## src/rtl/task_latency_pkg.sv

```systemverilog
// rtl/task_latency_pkg.sv - shared types, flag indices and saturating-add helper for the latency monitor
package task_latency_pkg;

  typedef enum logic {
    IDLE = 1'b0,
    RUN  = 1'b1
  } chan_state_e;

  localparam int FLG_OVR  = 0;
  localparam int FLG_ORPH = 1;

  // Operands are zero-extended to 64 bits; the result clamps at the all-ones value of width w (w <= 64).
  function automatic logic [63:0] sat_add(input logic [63:0] a, input logic [63:0] b, input int w);
    logic [64:0] s;
    logic [64:0] lim;
    s   = {1'b0, a} + {1'b0, b};
    lim = (65'd1 << w) - 65'd1;
    return (s > lim) ? lim[63:0] : s[63:0];
  endfunction

endpackage

```

## src/rtl/task_latency_chan.sv

```systemverilog
// rtl/task_latency_chan.sv - one latency channel: IDLE/RUN timer plus last/min/max/sum/count and sticky flags
module task_latency_chan
  import task_latency_pkg::*;
#(
  parameter int LAT_W        = 32,
  parameter int SUM_W        = 48,
  parameter int SMP_W        = 16,
  parameter int RESTART_MODE = 0
) (
  input  logic             i_clk,
  input  logic             i_rst,
  input  logic             i_start,
  input  logic             i_stop,
  input  logic             i_clr,
  output logic             o_busy,
  output logic [LAT_W-1:0] o_last,
  output logic [LAT_W-1:0] o_min,
  output logic [LAT_W-1:0] o_max,
  output logic [SUM_W-1:0] o_sum,
  output logic [SMP_W-1:0] o_cnt,
  output logic [1:0]       o_flags
);

  chan_state_e      state_q, state_d;
  logic [LAT_W-1:0] ctr_q, ctr_d;
  logic [LAT_W-1:0] last_q, last_d;
  logic [LAT_W-1:0] min_q, min_d;
  logic [LAT_W-1:0] max_q, max_d;
  logic [SUM_W-1:0] sum_q, sum_d;
  logic [SMP_W-1:0] cnt_q, cnt_d;
  logic [1:0]       flags_q, flags_d;

  logic             rec;
  logic [LAT_W-1:0] smp;
  logic [LAT_W-1:0] ctr_inc;

  // ctr_q holds (cycles since start - 1), so the sample on stop is ctr_q + 1.
  assign ctr_inc = LAT_W'(sat_add(64'(ctr_q), 64'd1, LAT_W));

  always_comb begin
    state_d = state_q;
    ctr_d   = ctr_q;
    last_d  = last_q;
    min_d   = min_q;
    max_d   = max_q;
    sum_d   = sum_q;
    cnt_d   = cnt_q;
    flags_d = flags_q;
    rec     = 1'b0;
    smp     = '0;
    if (i_clr) begin
      state_d = IDLE;
      ctr_d   = '0;
      last_d  = '0;
      min_d   = '1;
      max_d   = '0;
      sum_d   = '0;
      cnt_d   = '0;
      flags_d = '0;
    end else begin
      case (state_q)
        IDLE: begin
          if (i_start && i_stop) begin
            rec = 1'b1;
          end else if (i_start) begin
            state_d = RUN;
            ctr_d   = '0;
          end else if (i_stop) begin
            flags_d[FLG_ORPH] = 1'b1;
          end
        end
        RUN: begin
          ctr_d = ctr_inc;
          if (i_stop) begin
            rec = 1'b1;
            smp = ctr_inc;
            if (i_start) ctr_d = '0;
            else         state_d = IDLE;
          end else if (i_start) begin
            flags_d[FLG_OVR] = 1'b1;
            if (RESTART_MODE == 1) ctr_d = '0;
          end
        end
        default: state_d = IDLE;
      endcase
      if (rec) begin
        last_d = smp;
        if (smp < min_q) min_d = smp;
        if (smp > max_q) max_d = smp;
        sum_d = SUM_W'(sat_add(64'(sum_q), 64'(smp), SUM_W));
        cnt_d = SMP_W'(sat_add(64'(cnt_q), 64'd1, SMP_W));
      end
    end
  end

  always_ff @(posedge i_clk) begin
    if (i_rst) begin
      state_q <= IDLE;
      ctr_q   <= '0;
      last_q  <= '0;
      min_q   <= '1;
      max_q   <= '0;
      sum_q   <= '0;
      cnt_q   <= '0;
      flags_q <= '0;
    end else begin
      state_q <= state_d;
      ctr_q   <= ctr_d;
      last_q  <= last_d;
      min_q   <= min_d;
      max_q   <= max_d;
      sum_q   <= sum_d;
      cnt_q   <= cnt_d;
      flags_q <= flags_d;
    end
  end

  assign o_busy  = (state_q == RUN);
  assign o_last  = last_q;
  assign o_min   = min_q;
  assign o_max   = max_q;
  assign o_sum   = sum_q;
  assign o_cnt   = cnt_q;
  assign o_flags = flags_q;

endmodule

```

## src/rtl/task_latency_stats.sv

```systemverilog
// rtl/task_latency_stats.sv - multi-channel task latency monitor with registered per-channel readout
module task_latency_stats
  import task_latency_pkg::*;
#(
  parameter int NUM_CH       = 4,
  parameter int LAT_W        = 32,
  parameter int SUM_W        = 48,
  parameter int SMP_W        = 16,
  parameter int RESTART_MODE = 0,
  localparam int SEL_W       = (NUM_CH > 1) ? $clog2(NUM_CH) : 1
) (
  input  logic              i_clk,
  input  logic              i_rst,
  input  logic [NUM_CH-1:0] i_start,
  input  logic [NUM_CH-1:0] i_stop,
  input  logic [NUM_CH-1:0] i_clr,
  input  logic              i_rd_en,
  input  logic [SEL_W-1:0]  i_rd_sel,
  output logic              o_rd_valid,
  output logic [LAT_W-1:0]  o_rd_last,
  output logic [LAT_W-1:0]  o_rd_min,
  output logic [LAT_W-1:0]  o_rd_max,
  output logic [SUM_W-1:0]  o_rd_sum,
  output logic [SMP_W-1:0]  o_rd_cnt,
  output logic [1:0]        o_rd_flags,
  output logic [NUM_CH-1:0] o_busy
);

  localparam logic [SEL_W:0] NUM_CH_L = (SEL_W + 1)'(NUM_CH);

  logic [LAT_W-1:0] last_w  [NUM_CH];
  logic [LAT_W-1:0] min_w   [NUM_CH];
  logic [LAT_W-1:0] max_w   [NUM_CH];
  logic [SUM_W-1:0] sum_w   [NUM_CH];
  logic [SMP_W-1:0] cnt_w   [NUM_CH];
  logic [1:0]       flags_w [NUM_CH];

  for (genvar k = 0; k < NUM_CH; k++) begin : g_ch
    task_latency_chan #(
      .LAT_W        (LAT_W),
      .SUM_W        (SUM_W),
      .SMP_W        (SMP_W),
      .RESTART_MODE (RESTART_MODE)
    ) u_chan (
      .i_clk   (i_clk),
      .i_rst   (i_rst),
      .i_start (i_start[k]),
      .i_stop  (i_stop[k]),
      .i_clr   (i_clr[k]),
      .o_busy  (o_busy[k]),
      .o_last  (last_w[k]),
      .o_min   (min_w[k]),
      .o_max   (max_w[k]),
      .o_sum   (sum_w[k]),
      .o_cnt   (cnt_w[k]),
      .o_flags (flags_w[k])
    );
  end

  logic             rd_valid_q, rd_valid_d;
  logic [LAT_W-1:0] rd_last_q, rd_last_d;
  logic [LAT_W-1:0] rd_min_q, rd_min_d;
  logic [LAT_W-1:0] rd_max_q, rd_max_d;
  logic [SUM_W-1:0] rd_sum_q, rd_sum_d;
  logic [SMP_W-1:0] rd_cnt_q, rd_cnt_d;
  logic [1:0]       rd_flags_q, rd_flags_d;
  logic             sel_ok;

  assign sel_ok = ({1'b0, i_rd_sel} < NUM_CH_L);

  // Channel stats are registers, so sampling them now returns the pre-update view of this cycle.
  always_comb begin
    rd_valid_d = i_rd_en;
    rd_last_d  = rd_last_q;
    rd_min_d   = rd_min_q;
    rd_max_d   = rd_max_q;
    rd_sum_d   = rd_sum_q;
    rd_cnt_d   = rd_cnt_q;
    rd_flags_d = rd_flags_q;
    if (i_rd_en) begin
      if (sel_ok) begin
        rd_last_d  = last_w[i_rd_sel];
        rd_min_d   = min_w[i_rd_sel];
        rd_max_d   = max_w[i_rd_sel];
        rd_sum_d   = sum_w[i_rd_sel];
        rd_cnt_d   = cnt_w[i_rd_sel];
        rd_flags_d = flags_w[i_rd_sel];
      end else begin
        rd_last_d  = '0;
        rd_min_d   = '0;
        rd_max_d   = '0;
        rd_sum_d   = '0;
        rd_cnt_d   = '0;
        rd_flags_d = '0;
      end
    end
  end

  always_ff @(posedge i_clk) begin
    if (i_rst) begin
      rd_valid_q <= 1'b0;
      rd_last_q  <= '0;
      rd_min_q   <= '0;
      rd_max_q   <= '0;
      rd_sum_q   <= '0;
      rd_cnt_q   <= '0;
      rd_flags_q <= '0;
    end else begin
      rd_valid_q <= rd_valid_d;
      rd_last_q  <= rd_last_d;
      rd_min_q   <= rd_min_d;
      rd_max_q   <= rd_max_d;
      rd_sum_q   <= rd_sum_d;
      rd_cnt_q   <= rd_cnt_d;
      rd_flags_q <= rd_flags_d;
    end
  end

  assign o_rd_valid = rd_valid_q;
  assign o_rd_last  = rd_last_q;
  assign o_rd_min   = rd_min_q;
  assign o_rd_max   = rd_max_q;
  assign o_rd_sum   = rd_sum_q;
  assign o_rd_cnt   = rd_cnt_q;
  assign o_rd_flags = rd_flags_q;

endmodule

```

## config.mk

```make
export PLATFORM = sky130hd
export DESIGN_NAME = task_latency_stats
export DESIGN_NICKNAME = d
export VERILOG_FILES = /design/src/rtl/task_latency_pkg.sv /design/src/rtl/task_latency_chan.sv /design/src/rtl/task_latency_stats.sv
export SDC_FILE = /design/constraint.sdc
export NUM_CORES = 2
export LEC_CHECK = 0
export CAP_MARGIN = 20
export CELL_PAD_IN_SITES_DETAIL_PLACEMENT = 0
export CELL_PAD_IN_SITES_GLOBAL_PLACEMENT = 2
export CORE_MARGIN = 2
export CORE_UTILIZATION = 25
export CTS_CLUSTER_DIAMETER = 40
export DETAILED_ROUTE_END_ITERATION = 10
export HOLD_SLACK_MARGIN = 0.06
export MAX_ROUTING_LAYER = met4
export PLACE_DENSITY = 0.61
export SETUP_SLACK_MARGIN = 0.05
export SKIP_LAST_GASP = 1
export SLEW_MARGIN = 20
export SYNTH_ARGS = -nofsm -noshare
export SYNTH_HDL_FRONTEND = slang
export SYNTH_SLANG_ARGS = --single-unit
```

## constraint.sdc

```tcl
create_clock -name i_clk -period 6.1 [get_ports i_clk]
set_input_delay 1.22 -clock i_clk [delete_from_list [all_inputs] [get_ports i_clk]]
set_output_delay 1.22 -clock i_clk [all_outputs]
set_load 0.02 [all_outputs]
```

==> Word level (Yosys, flattened, before mapping) <==
Cells that the tools add are included.
{ "op_classes": {"addsub": 12, "order_cmp": 21, "eq_ne": 8, "n_mux": 94, "bitwise": 17, "n_reduce_logical": 28} }
{ "op_table": {"columns": ["operator", "count"], "rows": [
  ["two-way mux 32 bit", 38],
  ["two-way mux 48 bit", 6],
  ["one-hot mux 32 bit (2 select lines)", 4],
  ["adder 48 x 32 -> 49 bit", 4],
  ["> comparator 49 x 48 -> 1 bit, second input constant", 4],
  ["binary-select mux 32 bit (select 2 bit)", 3],
  ["adder 32 x 1 -> 33 bit, second input constant", 4],
  ["> comparator 33 x 32 -> 1 bit, second input constant", 4],
  ["> comparator 32 bit", 4],
  ["less-than comparator 32 bit", 4],
  ["binary-select mux 48 bit (select 2 bit)", 1],
  ["two-way mux 16 bit", 6],
  ["adder 16 x 1 -> 17 bit, second input constant", 4],
  ["> comparator 17 x 16 -> 1 bit, second input constant", 4],
  ["binary-select mux 16 bit (select 2 bit)", 1],
  ["two-way mux 1 bit", 24],
  ["AND reduction 2 bit", 12],
  ["!= test 2 bit, second input constant", 8],
  ["NOT 1 bit", 16],
  ["one-hot mux 1 bit (2 select lines)", 8],
  ["AND reduction 4 bit", 4],
  ["AND reduction 3 bit", 4],
  ["OR reduction 2 bit", 4],
  ["binary-select mux 2 bit (select 2 bit)", 1],
  ["other kinds (4)", 8]
]} }
{ "totals": {"reg_bits": 943, "input_bits": 17, "word_cells": 223} }

==> Longest topological paths before layout <==
{ "logic_depth": {"ltp_word": 9, "depth_mapped": 25, "ltp_nobuf": 23} }

==> Modules after synthesis <==
From an unflattened synthesis, not the netlist that was laid out.
{ "hier_totals": {"hier_cells": 6778, "area_unflattened_um2": 57234.9} }
{ "by_module_without_submodules": {"columns": ["module", "instances", "cells_each", "area_per_inst_um2"], "rows": [
  ["task_latency_chan (g_ch[0].u_chan ...)", 3, 1462, 11680.0],
  ["task_latency_chan (g_ch[3].u_chan)", 1, 1470, 11696.2],
  ["task_latency_stats", 1, 922, 10498.8]
]} }

==> Least setup slack after synthesis <==
Ideal clock, no wire load.
{ "synth_timing": {"kind": "register -> register", "start": "register g_ch[0].u_chan.ctr_q[1]", "end": "register g_ch[0].u_chan.sum_q[41]", "setup_time_ns": 0.116, "arrival_ns": 5.859, "required_ns": 5.984, "path_slack_ns": 0.125, "path_stages_with_launch": 21, "synth_period_minus_slack_ns": 5.975, "path_cell_list": "dfxtp_1 > ha_1 > nand3_1 > nor4_2 > nand3_1 > xnor2_1 > nand4_1 > or4_1 > o31a_4 > a31oi_2 > ha_1 > nor2b_1 > o211ai_1 > a211o_1 > a211oi_1 > a2111oi_1 > o21ai_1 > nand4_1 > nand2_1 > or4_1 > o211a_1"} }
{ "synth_via": {"elab_chain_len": 9} }
{ "synth_rtl": {"columns": ["item", "line", "source"], "rows": [
  ["from (decl)", "task_latency_chan.sv:25", "logic [LAT_W-1:0] ctr_q, ctr_d;"],
  ["from (signal assigned)", "task_latency_chan.sv:108", "ctr_q <= ctr_d;"],
  ["adder 32 x 1 -> 33 bit (*)", "task_latency_pkg.sv:16", "s = {1'b0, a} + {1'b0, b};"],
  ["> comparator 33 x 32 -> 1 bit", "task_latency_pkg.sv:18", "return (s > lim) ? lim[63:0] : s[63:0];"],
  ["two-way mux 32 bit (*)", "task_latency_pkg.sv:18", null],
  ["two-way mux 32 bit (*)", "task_latency_chan.sv:74", "if (i_stop) begin"],
  ["two-way mux 32 bit (*)", "task_latency_chan.sv:61", "case (state_q)"],
  ["two-way mux 32 bit (*)", "task_latency_chan.sv:51", "if (i_clr) begin"],
  ["adder 48 x 32 -> 49 bit (*)", "task_latency_pkg.sv:16", null],
  ["> comparator 49 x 48 -> 1 bit", "task_latency_pkg.sv:18", null],
  ["two-way mux 48 bit (*)", "task_latency_pkg.sv:18", null],
  ["to (signal assigned)", "task_latency_chan.sv:112", "sum_q <= sum_d;"],
  ["to (decl)", "task_latency_chan.sv:29", "logic [SUM_W-1:0] sum_q, sum_d;"]
]} }
Every way passes the cells marked *; elsewhere a longest branch is shown, timed or not. The select of a mux whose other input is x is not followed.
A chain may end at the register's enable or synchronous reset.

==> Final worst setup path <==
{ "layout_timing": {"start": "register g_ch[0].u_chan.ctr_q[14]", "end": "register g_ch[0].u_chan.sum_q[23]"} }
Same word-level chain as after synthesis.

==> results by stage <==
Synthesis:
- Summing every instance area after synthesis gives 55400 µm².
- Ranked by total cell area, the synthesized netlist is headed by sky130_fd_sc_hd__dfxtp_1 (34%), sky130_fd_sc_hd__ha_1 (8.9%), sky130_fd_sc_hd__mux4_2 (6.6%).
- The mean cell area of the mapped netlist is 8.52 µm².
- The area fraction of the dominant cell type after synthesis is 34.1%.
- After synthesis, the netlist uses 87 different library cells.
- The number of instances in the synthesized netlist is 6506.
- The post-synth net total is 6923.
- In the synthesized netlist the dominant register cell turns out to be sky130_fd_sc_hd__dfxtp_1.
- For this run, the number of Yosys warnings is 0.
- The library cell with the largest summed area after synthesis is sky130_fd_sc_hd__dfxtp_1.
- Sequential elements use 34.1% of the synthesized area.
- The async set-or-reset flop fraction in the synthesized netlist is 0%.
- The flop and latch count out of synthesis is 943.
- Counting flops with a built-in enable in the synthesized netlist gives 0.

GRT:
- Global routing used 22.9% of the available tracks across all layers.
- The number of global-route vias before repair is 48.7k.
- The final global-route overflow total is 0.
- The wire length of the first global-routing pass is 364000 µm.
- The initial antenna violation count is 28.
- The largest net degree at the start of global routing is 82.

Worst setup path:
- At the worst endpoint, the arrival time is 6580 ps.
- The worst setup path is launched from a flop.
- The cell with the largest stage delay on the worst path is sky130_fd_sc_hd__or4_4.
- The setup path with the least slack is of type flop to flop.
- Along the worst path, the maximum fanout reaches 5.
- STA puts the critical path data required time at 6860 ps.
- In this design, the stage delay of the slowest critical-path cell is 550 ps.
- The critical path goes through nand4_4 -> or4_4 -> or3_1 -> a211oi_2 -> nand4_1 -> or4_4 -> o31a_4 -> buf_12 -> buf_4 -> a21oi_4 -> ha_1 -> o21a_1 -> or2_2 -> and3_1 -> a41o_1 -> o32ai_1 -> buf_4 -> o21ai_0 -> a211o_1 -> a21oi_1 -> xnor2_1 -> a21oi_1.
- The critical path capture point type is a flop.

Drt:
- In this run, the number of DRC markers left after iteration 0 of detailed routing was 4466.
- The length of the first detailed-routing pass in iterations is 6.
- After detailed routing, the number of remaining DRC violations is 0.
- The remaining antenna violation count is 0.
- For this block, the routed nets add up to 257000 µm of wire.
- The via density per instance is 5.15.
- Detailed routing inserted a total of 51.7k vias.
- The detail-routed net length per standard cell is 25.6 µm.

Floorplanning:
- The number of cell rows is 172.
- The core region area is 220000 µm².
- The effective utilization at floorplan is 25.2%.
- During I/O placement, the number of pins put on the boundary was 184.
- The die is 475 µm tall.
- From left edge to right edge, the die measures 475 µm.
- The full die area is 226000 µm².

Clock network:
- The CTS tree is built.
- The later-pin clock latency in the skew report is 890 ps.
- The longest clock path from root to sink contains 3 buffers.
- CTS placed an instance of sky130_fd_sc_hd__clkbuf_16 at the clock tree root.
- The CTS buffer count is 221.
- The clock-pin slew on the worst setup and hold paths is 50 ps.
- The number of sinks driven by the clock tree is 943.
- The H-tree was split into 4 levels.
- The cts-stage hold buffer count is 0.

Timing:
- The relative slew slack is 24.5%.
- The maximum achievable frequency is 0.172 GHz.
- The number of endpoints with negative hold slack in the final report is 0.
- Setup slack on the critical path of the routed design comes to 277 ps.
- On the final layout, the worst clock skew is 50.1 ps.
- The count of endpoints failing setup in the final report is 0.
- Setup repair after global routing could not meet its margin everywhere.
- After routing, the total negative slack on setup checks comes to 0 ps.
- The worst-margin pin slew is 1130 ps.
- The final critical path takes up 95.5% of the cycle.
- The final number of max-transition violations is 0.
- Counting I/O delays and the setup requirement, the final critical path takes 5820 ps.

Worst hold path:
- The min-delay analysis places its worst path in the category flop to flop.

Placement:
- The congestion estimate from routability-driven global placement came to 0.910.
- The total half-perimeter wirelength after legalization and detailed placement is 199000 µm.
- The number of input and output port buffers inserted is 183.
- The minimum setup slack after placement is -287 ps.
- The area of placed instances is 62500 µm².

Outcome:
- The flow ran to the end, and the final reports show no timing, DRC or antenna violations.

Run:
- Max-cap violations in this run came to 0.

Power:
- The total power per unit cell area is 287 nW/µm².
- The cell leakage power is 29.3 nW.
- Across the VDD grid, the largest voltage drop is 0.318 mV.

Finish:
- The post-route netlist has 14.6% of its cells at a drive strength greater than 1.
- Once layout is done, the placed cells without fillers occupy 71000 µm².
- The layout overhead on the synthesized area is 28.1%.
- The number of nets in the final layout is 7282.
[critical path: cells and delay by family, from the launching register on]
kind                       cells  cell delay (ps)
xor gates and xnor gates       1              180
buffers and inverters          3              490
AOI/OAI and AO/OA             10             2230
and+or+nand+nor                7             2160
adders and majority gates      1              300
DFF                            1              370
[metrics by stage]
step	utilization (%)	hold slack [ps]	power, mW	std cells
after floorplan	-	431	7.07	6506
after global placement	28.4	451	7.53	9590
final	32.3	458	20.3	10000
after CTS	32.1	458	20.5	10000
after global routing	32.3	488	20.9	10000
after detailed placement	28.4	452	7.53	9590
[layout by cell type, fill, tap and decap left out, types with 224 or more instances in the layout]
master                      netlist  routed
sky130_fd_sc_hd__inv_1          351     351
sky130_fd_sc_hd__a21oi_1        673     668
sky130_fd_sc_hd__mux2i_1        304     304
sky130_fd_sc_hd__ha_1           396     394
sky130_fd_sc_hd__o21ai_0        444     442
sky130_fd_sc_hd__nor2_1         735     724
sky130_fd_sc_hd__clkbuf_16        0     224
sky130_fd_sc_hd__nand2_1        422     420
sky130_fd_sc_hd__dfxtp_1        943     942
sky130_fd_sc_hd__buf_4            7     341
[layout make-up]
| class | count | area (µm²) |
|---|---|---|
| well taps | 2958 | 3700 |
| multi-input cells | 4804 | 34200 |
| flip-flops and latches | 943 | 18900 |
| fillers | 23100 | 149000 |
| clock inverters | 142 | 2070 |
| diodes | 17 | 42.5 |
| inverters | 351 | 1320 |
| clock buffers | 279 | 6050 |
| repair buffers | 544 | 4790 |
[flip-flops by register name, indices dropped and copies added, names as in the netlist]
register,count
g_ch.u_chan.ctr_q,128
g_ch.u_chan.o_busy,4
g_ch.u_chan.o_cnt,64
g_ch.u_chan.o_flags,8
g_ch.u_chan.o_last,128
g_ch.u_chan.o_max,128
g_ch.u_chan.o_min,128
g_ch.u_chan.o_sum,192
o_rd_cnt,16
o_rd_flags,2
o_rd_last,32
o_rd_max,32
o_rd_min,32
o_rd_sum,48
o_rd_valid,1
[Yosys cell counts (all sizes together), types with 10 or more instances]
| cell type | count |
|---|---|
| xnor2 | 126 |
| clkbuf | 326 |
| a311oi | 54 |
| dfxtp | 943 |
| nand4 | 110 |
| o31ai | 20 |
| ha | 396 |
| o21a | 32 |
| o2bb2ai | 10 |
| inv | 351 |
| a31oi | 123 |
| and3 | 99 |
| mux2i | 304 |
| o211ai | 84 |
| a41oi | 11 |
| a211o | 19 |
| o22ai | 30 |
| a21oi | 690 |
| or2 | 15 |
| a32o | 11 |
| nand2 | 422 |
| nor2b | 65 |
| nor3 | 103 |
| xor2 | 107 |
| nor4 | 29 |
| mux4 | 162 |
| and2 | 34 |
| a2111oi | 10 |
| o21bai | 15 |
| nand2b | 45 |
| o21ai | 450 |
| nor2 | 736 |
| buf | 83 |
| a211oi | 44 |
| and4 | 26 |
| a21o | 156 |
| a22oi | 25 |
| nand3 | 139 |
[path summary, 6_finish.rpt]
path                             start                        end  slack, ps  depth (start not counted)
max           g_ch[0].u_chan.ctr_q[14]   g_ch[0].u_chan.o_sum[23]        280                         22
min          g_ch[1].u_chan.o_last[31]  g_ch[1].u_chan.o_last[31]        460                          2
max reg2reg   g_ch[0].u_chan.ctr_q[14]   g_ch[0].u_chan.o_sum[23]        280                         22
min reg2reg  g_ch[1].u_chan.o_last[31]  g_ch[1].u_chan.o_last[31]        460                          2
[cell families after synthesis]
kind of cell / synth area share (%)
adders and majority gates: 9.08
DFF: 34.1
xor gates and xnor gates: 3.68
AOI/OAI and AO/OA: 20.4
muxes: 12.1
and+or+nand+nor: 15.5
buffers and inverters: 5.27
[timing repair]
action	CTS	global route
buffers inserted	1	8
setup endpoints to repair	62	230
gates cloned	0	1
pin swaps	1	9
gates resized for setup	5	41
[where the power goes]
| group | internal, mW | switching [mW] | total (mW) |
|---|---|---|---|
| logic | 0.342 | 0.669 | 1.01 |
| clock network | 8.66 | 4.26 | 12.9 |
| registers | 6.28 | 0.137 | 6.41 |
| total | 15.3 | 5.07 | 20.3 |
[layer usage]
metal	track usage, %	wire length, µm	up-vias
li1	-	-	24400
met1	32.1	123000	25500
met2	33.9	112000	1511
met3	2.97	14000	294
met4	7.13	7830	0
met5	-	0	-
Power figures use the tool's default switching activity.
